[config.mk]
export PLATFORM = sky130hd
export DESIGN_NAME = fp_argmax_sched_flat
export DESIGN_NICKNAME = d
export VERILOG_FILES = /design/src/rtl/fp_argmax_sched_if.sv /design/src/rtl/fp_argmax_sched.sv /design/src/flat_wrapper.sv
export SDC_FILE = /design/constraint.sdc
export NUM_CORES = 1
export LEC_CHECK = 0
export ABC_CLOCK_PERIOD_IN_PS = 3900
export BUFFER_PORTS_ARGS = -buffer_cell sky130_fd_sc_hd__buf_2
export CAP_MARGIN = 20
export CORE_MARGIN = 3
export CORE_UTILIZATION = 40
export DETAILED_ROUTE_END_ITERATION = 8
export GPL_ROUTABILITY_DRIVEN = 0
export PLACE_DENSITY = 0.65
export SETUP_SLACK_MARGIN = 0.2
export SLEW_MARGIN = 15
export SYNTH_ARGS = -nofsm -noshare
export SYNTH_HDL_FRONTEND = slang
export SYNTH_SLANG_ARGS = --single-unit
[constraint.sdc]
create_clock -name aclk -period 3.9 [get_ports aclk]
set_clock_uncertainty 0.2 [all_clocks]
set_input_delay 0.195 -clock aclk [delete_from_list [all_inputs] [get_ports aclk]]
set_output_delay 0.195 -clock aclk [all_outputs]
set_load 0.005 [all_outputs]
[src/rtl/fp_argmax_sched_if.sv]
// rtl/fp_argmax_sched_if.sv - Q-value stream, comparator and action-result signal bundle
interface fp_argmax_sched_if #(
  parameter int EXP   = 5,
  parameter int FRA   = 10,
  parameter int IDX_W = 3
);
  localparam int DW = EXP + FRA + 1;

  // Q-value input stream
  logic [DW-1:0]    s_axis_q_tdata;
  logic             s_axis_q_tvalid;
  logic             s_axis_q_tready;
  logic             s_axis_q_tlast;

  // shared comparator operands and result
  logic [DW-1:0]    cmp_a_tdata;
  logic             cmp_a_tvalid;
  logic             cmp_a_tready;
  logic [DW-1:0]    cmp_b_tdata;
  logic             cmp_b_tvalid;
  logic             cmp_b_tready;
  logic             cmp_result_tvalid;
  logic             cmp_index;
  logic             cmp_equal;

  // argmax result stream
  logic [IDX_W-1:0] m_axis_act_tdata;
  logic [DW-1:0]    m_axis_act_max;
  logic             m_axis_act_tie;
  logic             m_axis_act_err;
  logic             m_axis_act_tvalid;
  logic             m_axis_act_tready;

  logic             busy;

  // sequencer side
  modport slave (
    input  s_axis_q_tdata, s_axis_q_tvalid, s_axis_q_tlast,
    output s_axis_q_tready,
    output cmp_a_tdata, cmp_a_tvalid,
    input  cmp_a_tready,
    output cmp_b_tdata, cmp_b_tvalid,
    input  cmp_b_tready,
    input  cmp_result_tvalid, cmp_index, cmp_equal,
    output m_axis_act_tdata, m_axis_act_max, m_axis_act_tie, m_axis_act_err, m_axis_act_tvalid,
    input  m_axis_act_tready,
    output busy
  );

  // environment side: Q source, comparator and policy sink
  modport master (
    output s_axis_q_tdata, s_axis_q_tvalid, s_axis_q_tlast,
    input  s_axis_q_tready,
    input  cmp_a_tdata, cmp_a_tvalid,
    output cmp_a_tready,
    input  cmp_b_tdata, cmp_b_tvalid,
    output cmp_b_tready,
    output cmp_result_tvalid, cmp_index, cmp_equal,
    input  m_axis_act_tdata, m_axis_act_max, m_axis_act_tie, m_axis_act_err, m_axis_act_tvalid,
    output m_axis_act_tready,
    input  busy
  );
endinterface

[src/rtl/fp_argmax_sched.sv]
// rtl/fp_argmax_sched.sv - argmax sequencer sharing one fp comparator across a frame of Q-values
module fp_argmax_sched #(
  parameter int EXP   = 5,
  parameter int FRA   = 10,
  parameter int NUM   = 8,
  parameter int IDX_W = 3
) (
  input  logic               aclk,
  input  logic               aresetn,
  fp_argmax_sched_if.slave   bus
);
  localparam int DW = EXP + FRA + 1;
  // one extra bit so the count can reach NUM itself
  localparam int CNT_W = IDX_W + 1;

  typedef enum logic [2:0] {IDLE, FIRST, NEXT, ISSUE, WAIT, DONE} state_t;

  state_t           r_state;
  logic [DW-1:0]    r_best;
  logic [DW-1:0]    r_cand;
  logic [IDX_W-1:0] r_best_idx;
  logic [IDX_W-1:0] r_cand_idx;
  logic [CNT_W-1:0] r_cnt;
  logic             r_last;
  logic             r_tie;
  logic             r_err;
  logic             r_q_tready;
  logic             r_a_tvalid;
  logic             r_b_tvalid;
  logic             r_act_tvalid;
  logic             r_busy;

  logic             w_q_hs;
  logic             w_a_done;
  logic             w_b_done;
  logic [CNT_W-1:0] w_cnt_nxt;

  assign w_q_hs    = r_q_tready & bus.s_axis_q_tvalid;
  // an operand counts as delivered once its valid has dropped or is being accepted now
  assign w_a_done  = ~r_a_tvalid | bus.cmp_a_tready;
  assign w_b_done  = ~r_b_tvalid | bus.cmp_b_tready;
  assign w_cnt_nxt = r_cnt + CNT_W'(1);

  assign bus.s_axis_q_tready   = r_q_tready;
  assign bus.cmp_a_tdata       = r_best;
  assign bus.cmp_a_tvalid      = r_a_tvalid;
  assign bus.cmp_b_tdata       = r_cand;
  assign bus.cmp_b_tvalid      = r_b_tvalid;
  assign bus.m_axis_act_tdata  = r_best_idx;
  assign bus.m_axis_act_max    = r_best;
  assign bus.m_axis_act_tie    = r_tie;
  assign bus.m_axis_act_err    = r_err;
  assign bus.m_axis_act_tvalid = r_act_tvalid;
  assign bus.busy              = r_busy;

  // frame sequencer: accept Q-values, issue compares, track running best, present the result
  always_ff @(posedge aclk or negedge aresetn) begin
    if (!aresetn) begin
      r_state      <= IDLE;
      r_best       <= '0;
      r_cand       <= '0;
      r_best_idx   <= '0;
      r_cand_idx   <= '0;
      r_cnt        <= '0;
      r_last       <= 1'b0;
      r_tie        <= 1'b0;
      r_err        <= 1'b0;
      r_q_tready   <= 1'b0;
      r_a_tvalid   <= 1'b0;
      r_b_tvalid   <= 1'b0;
      r_act_tvalid <= 1'b0;
      r_busy       <= 1'b0;
    end else begin
      case (r_state)
        IDLE: begin
          r_state    <= FIRST;
          r_busy     <= 1'b1;
          r_q_tready <= 1'b1;
        end
        FIRST: begin
          if (w_q_hs) begin
            r_best     <= bus.s_axis_q_tdata;
            r_best_idx <= '0;
            r_cnt      <= CNT_W'(1);
            r_tie      <= 1'b0;
            r_err      <= 1'b0;
            if (bus.s_axis_q_tlast) begin
              r_q_tready   <= 1'b0;
              r_act_tvalid <= 1'b1;
              r_state      <= DONE;
            end else begin
              r_state <= NEXT;
            end
          end
        end
        NEXT: begin
          if (w_q_hs) begin
            r_cand     <= bus.s_axis_q_tdata;
            r_cand_idx <= r_cnt[IDX_W-1:0];
            r_cnt      <= w_cnt_nxt;
            // a full frame without tlast is closed here and flagged
            if (w_cnt_nxt == CNT_W'(NUM) && !bus.s_axis_q_tlast) begin
              r_last <= 1'b1;
              r_err  <= 1'b1;
            end else begin
              r_last <= bus.s_axis_q_tlast;
            end
            r_q_tready <= 1'b0;
            r_a_tvalid <= 1'b1;
            r_b_tvalid <= 1'b1;
            r_state    <= ISSUE;
          end
        end
        ISSUE: begin
          if (bus.cmp_a_tready) r_a_tvalid <= 1'b0;
          if (bus.cmp_b_tready) r_b_tvalid <= 1'b0;
          if (w_a_done && w_b_done) r_state <= WAIT;
        end
        WAIT: begin
          if (bus.cmp_result_tvalid) begin
            // equal keeps the earlier (lower) index as the best
            if (bus.cmp_equal) begin
              r_tie <= 1'b1;
            end else if (bus.cmp_index) begin
              r_best     <= r_cand;
              r_best_idx <= r_cand_idx;
            end
            if (r_last) begin
              r_act_tvalid <= 1'b1;
              r_state      <= DONE;
            end else begin
              r_q_tready <= 1'b1;
              r_state    <= NEXT;
            end
          end
        end
        DONE: begin
          if (bus.m_axis_act_tready) begin
            r_act_tvalid <= 1'b0;
            r_tie        <= 1'b0;
            r_err        <= 1'b0;
            r_cnt        <= '0;
            r_last       <= 1'b0;
            r_q_tready   <= 1'b1;
            r_state      <= FIRST;
          end
        end
        default: r_state <= IDLE;
      endcase
    end
  end
endmodule

[src/flat_wrapper.sv]
// flat-port wrapper written by rule: the top's interface ports become plain ports
module fp_argmax_sched_flat 
#(
  parameter int EXP   = 5,
  parameter int FRA   = 10,
  parameter int NUM   = 8,
  parameter int IDX_W = 3
)
  (aclk, aresetn, bus_s_axis_q_tdata, bus_s_axis_q_tvalid, bus_s_axis_q_tlast, bus_s_axis_q_tready, bus_cmp_a_tdata, bus_cmp_a_tvalid, bus_cmp_a_tready, bus_cmp_b_tdata, bus_cmp_b_tvalid, bus_cmp_b_tready, bus_cmp_result_tvalid, bus_cmp_index, bus_cmp_equal, bus_m_axis_act_tdata, bus_m_axis_act_max, bus_m_axis_act_tie, bus_m_axis_act_err, bus_m_axis_act_tvalid, bus_m_axis_act_tready, bus_busy);
  fp_argmax_sched_if #(.EXP(EXP), .FRA(FRA), .IDX_W(IDX_W)) bus_i ();
  input  logic aclk;
  input  logic aresetn;
  input wire logic [$bits(bus_i.s_axis_q_tdata)-1:0] bus_s_axis_q_tdata;
  input wire logic [$bits(bus_i.s_axis_q_tvalid)-1:0] bus_s_axis_q_tvalid;
  input wire logic [$bits(bus_i.s_axis_q_tlast)-1:0] bus_s_axis_q_tlast;
  output wire logic [$bits(bus_i.s_axis_q_tready)-1:0] bus_s_axis_q_tready;
  output wire logic [$bits(bus_i.cmp_a_tdata)-1:0] bus_cmp_a_tdata;
  output wire logic [$bits(bus_i.cmp_a_tvalid)-1:0] bus_cmp_a_tvalid;
  input wire logic [$bits(bus_i.cmp_a_tready)-1:0] bus_cmp_a_tready;
  output wire logic [$bits(bus_i.cmp_b_tdata)-1:0] bus_cmp_b_tdata;
  output wire logic [$bits(bus_i.cmp_b_tvalid)-1:0] bus_cmp_b_tvalid;
  input wire logic [$bits(bus_i.cmp_b_tready)-1:0] bus_cmp_b_tready;
  input wire logic [$bits(bus_i.cmp_result_tvalid)-1:0] bus_cmp_result_tvalid;
  input wire logic [$bits(bus_i.cmp_index)-1:0] bus_cmp_index;
  input wire logic [$bits(bus_i.cmp_equal)-1:0] bus_cmp_equal;
  output wire logic [$bits(bus_i.m_axis_act_tdata)-1:0] bus_m_axis_act_tdata;
  output wire logic [$bits(bus_i.m_axis_act_max)-1:0] bus_m_axis_act_max;
  output wire logic [$bits(bus_i.m_axis_act_tie)-1:0] bus_m_axis_act_tie;
  output wire logic [$bits(bus_i.m_axis_act_err)-1:0] bus_m_axis_act_err;
  output wire logic [$bits(bus_i.m_axis_act_tvalid)-1:0] bus_m_axis_act_tvalid;
  input wire logic [$bits(bus_i.m_axis_act_tready)-1:0] bus_m_axis_act_tready;
  output wire logic [$bits(bus_i.busy)-1:0] bus_busy;
  assign bus_i.s_axis_q_tdata = bus_s_axis_q_tdata;
  assign bus_i.s_axis_q_tvalid = bus_s_axis_q_tvalid;
  assign bus_i.s_axis_q_tlast = bus_s_axis_q_tlast;
  assign bus_s_axis_q_tready = bus_i.s_axis_q_tready;
  assign bus_cmp_a_tdata = bus_i.cmp_a_tdata;
  assign bus_cmp_a_tvalid = bus_i.cmp_a_tvalid;
  assign bus_i.cmp_a_tready = bus_cmp_a_tready;
  assign bus_cmp_b_tdata = bus_i.cmp_b_tdata;
  assign bus_cmp_b_tvalid = bus_i.cmp_b_tvalid;
  assign bus_i.cmp_b_tready = bus_cmp_b_tready;
  assign bus_i.cmp_result_tvalid = bus_cmp_result_tvalid;
  assign bus_i.cmp_index = bus_cmp_index;
  assign bus_i.cmp_equal = bus_cmp_equal;
  assign bus_m_axis_act_tdata = bus_i.m_axis_act_tdata;
  assign bus_m_axis_act_max = bus_i.m_axis_act_max;
  assign bus_m_axis_act_tie = bus_i.m_axis_act_tie;
  assign bus_m_axis_act_err = bus_i.m_axis_act_err;
  assign bus_m_axis_act_tvalid = bus_i.m_axis_act_tvalid;
  assign bus_i.m_axis_act_tready = bus_m_axis_act_tready;
  assign bus_busy = bus_i.busy;
  fp_argmax_sched #(.EXP(EXP), .FRA(FRA), .NUM(NUM), .IDX_W(IDX_W)) u_core (.aclk(aclk), .aresetn(aresetn), .bus(bus_i));
endmodule
==> metrics.txt <==
# TYPE chip_impl_metric gauge
chip_impl_metric{name="first_iter_violations",unit=""} 88
chip_impl_metric{name="drv_cap",unit=""} 0
chip_impl_metric{name="final_layout_worst_hold_slack",unit="ns"} 0.02294
chip_impl_info{name="layout.cells.most_common_list",value="88 x nand2_1, 83 x buf_2, 53 x dfrtp_1, 26 x o21ai_0, 19 x dlygate4sd3_1"} 1
chip_impl_metric{name="placement.io_buffers",unit=""} 83
chip_impl_metric{name="route.vias.total",unit=""} 2205
chip_impl_metric{name="share_comb_of_total_power",unit=""} 0.429
chip_impl_info{name="r2r-end",value="u_core.r_last"} 1
chip_impl_metric{name="clock-sinks",unit=""} 53
chip_impl_metric{name="swShare",unit=""} 0.3983
chip_impl_metric{name="gr-usage-met3",unit=""} 0.03857
chip_impl_info{name="grt.busiest_layer",value="met2"} 1
chip_impl_metric{name="synth_largest_type_area_fraction",unit=""} 0.4979
chip_impl_metric{name="grt_first_pass_wirelength",unit="um"} 9798
chip_impl_info{name="cts_tree",value="done"} 1
chip_impl_metric{name="final_antenna_net_count",unit=""} 0
chip_impl_metric{name="async_flop_share",unit=""} 1.000
chip_impl_metric{name="first_global_vias",unit=""} 2076
chip_impl_metric{name="num_antenna_cells",unit=""} 0
chip_impl_metric{name="ys_types",unit=""} 43
chip_impl_metric{name="avg_synthesized_cell_area",unit="sq um"} 9.123
chip_impl_metric{name="grt_usage",unit=""} 0.1622
chip_impl_metric{name="drive_above_1_share",unit=""} 0.2827
chip_impl_metric{name="worstMarginPinSlew",unit="ns"} 0.8478
chip_impl_metric{name="leakage",unit="uW"} 0.001668
chip_impl_metric{name="achievable-frequency",unit="GHz"} 0.4061
chip_impl_metric{name="reg2reg_depth",unit=""} 4
chip_impl_metric{name="design.die.area",unit="sq um"} 7675
chip_impl_info{name="synth_top_cells_by_area",value="dfrtp_1 50%, nand2_1 12%, mux2i_1 6.4%"} 1
chip_impl_metric{name="global_route.usage.met2",unit=""} 0.2781
chip_impl_metric{name="synthToLayoutAreaGrowth",unit="%"} 23.58
chip_impl_metric{name="synth.cell_area",unit="sq um"} 2664
chip_impl_metric{name="setup_tns",unit="ns"} 0
chip_impl_metric{name="hold_buffers",unit=""} 19
chip_impl_info{name="layout_commonest_cell",value="nand2_1"} 1
chip_impl_metric{name="globalRouteMet1Util",unit=""} 0.2038
chip_impl_metric{name="share_seq_of_total_power",unit=""} 0.432
chip_impl_metric{name="ctsLongestPathBuffers",unit=""} 2
chip_impl_metric{name="worstPathRequired",unit="ns"} 3.92
chip_impl_metric{name="final_net_count",unit=""} 402
chip_impl_metric{name="post_cts_setup_buffer_count",unit=""} 0
chip_impl_info{name="startpoint",value="u_core.r_state[1]"} 1
chip_impl_metric{name="rows",unit=""} 29
chip_impl_metric{name="cts_max_level",unit=""} 2
chip_impl_metric{name="max-vdd-ir-drop",unit="mV"} 0.3749
chip_impl_metric{name="synth_sequential_area_ratio",unit=""} 0.4979
chip_impl_metric{name="worst_slew_margin_rel",unit=""} 0.4348
chip_impl_metric{name="antenna_found_initial",unit=""} 0
chip_impl_metric{name="drtPass1Iterations",unit=""} 4
chip_impl_info{name="worst-setup-path-type",value="reg -> reg"} 1
chip_impl_metric{name="cp_data_arrival_time",unit="ns"} 2.48
chip_impl_metric{name="post_syn_instances",unit=""} 292
chip_impl_info{name="ys_dominant_reg_cell",value="dfrtp_1"} 1
chip_impl_info{name="unrepaired_setup_endpoints_after_global_routing",value="false"} 1
chip_impl_metric{name="synth_enable_flop_cells",unit=""} 0
chip_impl_info{name="synth_area_leader_cell",value="dfrtp_1"} 1
chip_impl_info{name="setup.worst_path.end_class",value="flop"} 1
chip_impl_metric{name="clk-insertion-delay-late",unit="ns"} 0.31
chip_impl_info{name="rr_startpoint",value="u_core.r_state[1]"} 1
chip_impl_info{name="crit_path_end",value="u_core.r_last"} 1
chip_impl_metric{name="chipWidth",unit="um"} 87.61
chip_impl_metric{name="timing.final.hold_violations",unit=""} 0
chip_impl_metric{name="grt_overflow",unit=""} 0
chip_impl_metric{name="wirelength",unit="um"} 5890
chip_impl_metric{name="finalCriticalPeriod",unit="ns"} 2.462
chip_impl_metric{name="cts-buffers-inserted",unit=""} 5
chip_impl_metric{name="core",unit="sq um"} 6386
chip_impl_metric{name="internal-power",unit="uW"} 1372
chip_impl_info{name="critPathLaunchType",value="flop"} 1
chip_impl_metric{name="final_cells",unit=""} 452
chip_impl_metric{name="syn_nets",unit=""} 320
chip_impl_metric{name="via_per_inst",unit=""} 4.878
chip_impl_metric{name="postSynthRegisterBits",unit=""} 53
chip_impl_metric{name="route.detailed.drc",unit=""} 0
chip_impl_metric{name="setup.reg_to_reg.worst_slack",unit="ns"} 1.44
chip_impl_metric{name="numPlacedInstances",unit=""} 425
chip_impl_metric{name="power.density_cell_area",unit="nW/um^2"} 692.6
chip_impl_metric{name="die_height",unit="um"} 87.61
chip_impl_metric{name="ioPinCount",unit=""} 84
chip_impl_metric{name="max_slew_violation_total_from_the_final_report",unit=""} 0
chip_impl_metric{name="hpwl_reported_at_the_end_of_detailed_placement",unit="um"} 3900
chip_impl_metric{name="power.net_switching",unit="uW"} 908.2
chip_impl_metric{name="initial_core_utilization",unit=""} 0.4171
chip_impl_metric{name="post_drt_wl_per_cell",unit="um"} 13.03
chip_impl_metric{name="cp_max_fo",unit=""} 23
chip_impl_metric{name="ys.warnings.count",unit=""} 0
chip_impl_metric{name="grt_max_degree",unit=""} 54
chip_impl_metric{name="final-setup-viol-count",unit=""} 0
chip_impl_info{name="run_status",value="finished, final reports clean"} 1
chip_impl_info{name="root_buffer",value="clkbuf_8"} 1
chip_impl_info{name="hp-class",value="in -> reg"} 1
chip_impl_metric{name="final.period_utilization",unit=""} 0.6314
chip_impl_metric{name="clock_slew_at_reported_path_ffs",unit="ns"} 0.10
chip_impl_metric{name="clkPwrFrac",unit=""} 0.139
chip_impl_metric{name="cts_repair_resize_count",unit=""} 0
[area by class of cell]
class                           instances  area (sq um)
Sequential cell                        53          1326
Multi-Input combinational cell        203          1125
Inverter                                5         18.77
Timing Repair Buffer                  106         635.6
Clock inverter                          3         21.27
Fill cell                             627          3094
Tap cell                               77         96.34
Clock buffer                            5         68.82
[kinds of logic (layout without fill, tap and decap cells)]
| group | after synthesis | after routing | share of synthesized area |
|---|---|---|---|
| simple gates | 124 | 124 | 0.2020 |
| compound gates | 56 | 56 | 0.1296 |
| flops | 53 | 53 | 0.4979 |
| buf+inv | 36 | 119 | 0.08078 |
| mux | 19 | 19 | 0.07374 |
| fa+ha+maj | 2 | 2 | 0.009393 |
| xor+xnor | 2 | 2 | 0.006577 |
[worst min path at each step]
stage / start / to / slack (ns) / cells after the start
floorplan: aresetn / u_core.bus.busy / -0.30 / 0
global placement: aresetn / u_core.bus.m_axis_act_tie / 0.17 / 2
detailed placement: aresetn / u_core.bus.m_axis_act_tdata[0] / 0.17 / 2
CTS: bus_cmp_b_tready / u_core.bus.cmp_b_tvalid / 0.03 / 3
global route: bus_cmp_a_tready / u_core.bus.cmp_a_tvalid / 0.05 / 3
finish: bus_cmp_a_tready / u_core.bus.cmp_a_tvalid / 0.02 / 3
[power by group through the flow]
stage	Clock [uW]	Combinational, uW	Sequential [uW]
after floorplan	0	729	955
after global placement	0	958	985
after detailed placement	0	977	996
after CTS	329	996	984
after global routing	353	1120	1030
final	318	977	985
[through the flow]
stage	cell area, sq um	worst slack (ns)	util	power [uW]
global placement	3012	1.513	0.4716	1943
finish	3292	1.438	0.5155	2280
detailed placement	3012	1.432	0.4716	1974
global route	3292	1.084	0.5155	2498
CTS	3292	1.444	0.5155	2309
floorplan	2664	2.088	-	1683
[Yosys cell counts (2+ instances only)]
master / instances
o21ai_0: 26
inv_1: 4
clkbuf_1: 6
and3_1: 3
a21oi_1: 6
mux2i_1: 17
o21ai_1: 6
o22a_1: 2
nand2b_1: 6
nand2_1: 88
nand3b_1: 2
buf_2: 7
dfrtp_1: 53
ha_1: 2
o22ai_1: 3
a2111oi_0: 2
and2_1: 2
buf_4: 17
nor2_1: 13
nor3_1: 4
[worst max-delay path, cell delays in order, from the launching register on]
cell	delay, ns
dfrtp_1	0.78
nand2b_1	0.15
nor2_1	0.35
nand2_1	0.56
o211ai_1	0.33
[layer usage]
layer,vias up,share of wire
met5,-,0
met4,0,0.011
met3,6,0.057
met2,57,0.49
met1,1018,0.44
li1,1124,-
[registers in the layout (all words and copies together), names as in the netlist, 3 cells and up]
register and count:
u_core.bus.cmp_b_tdata 16, u_core.r_cand_idx 3, u_core.r_state 3, u_core.bus.cmp_a_tdata 16, u_core.bus.m_axis_act_tdata 3, u_core.r_cnt 4
Note: power is estimated with default switching activity, not from simulation.
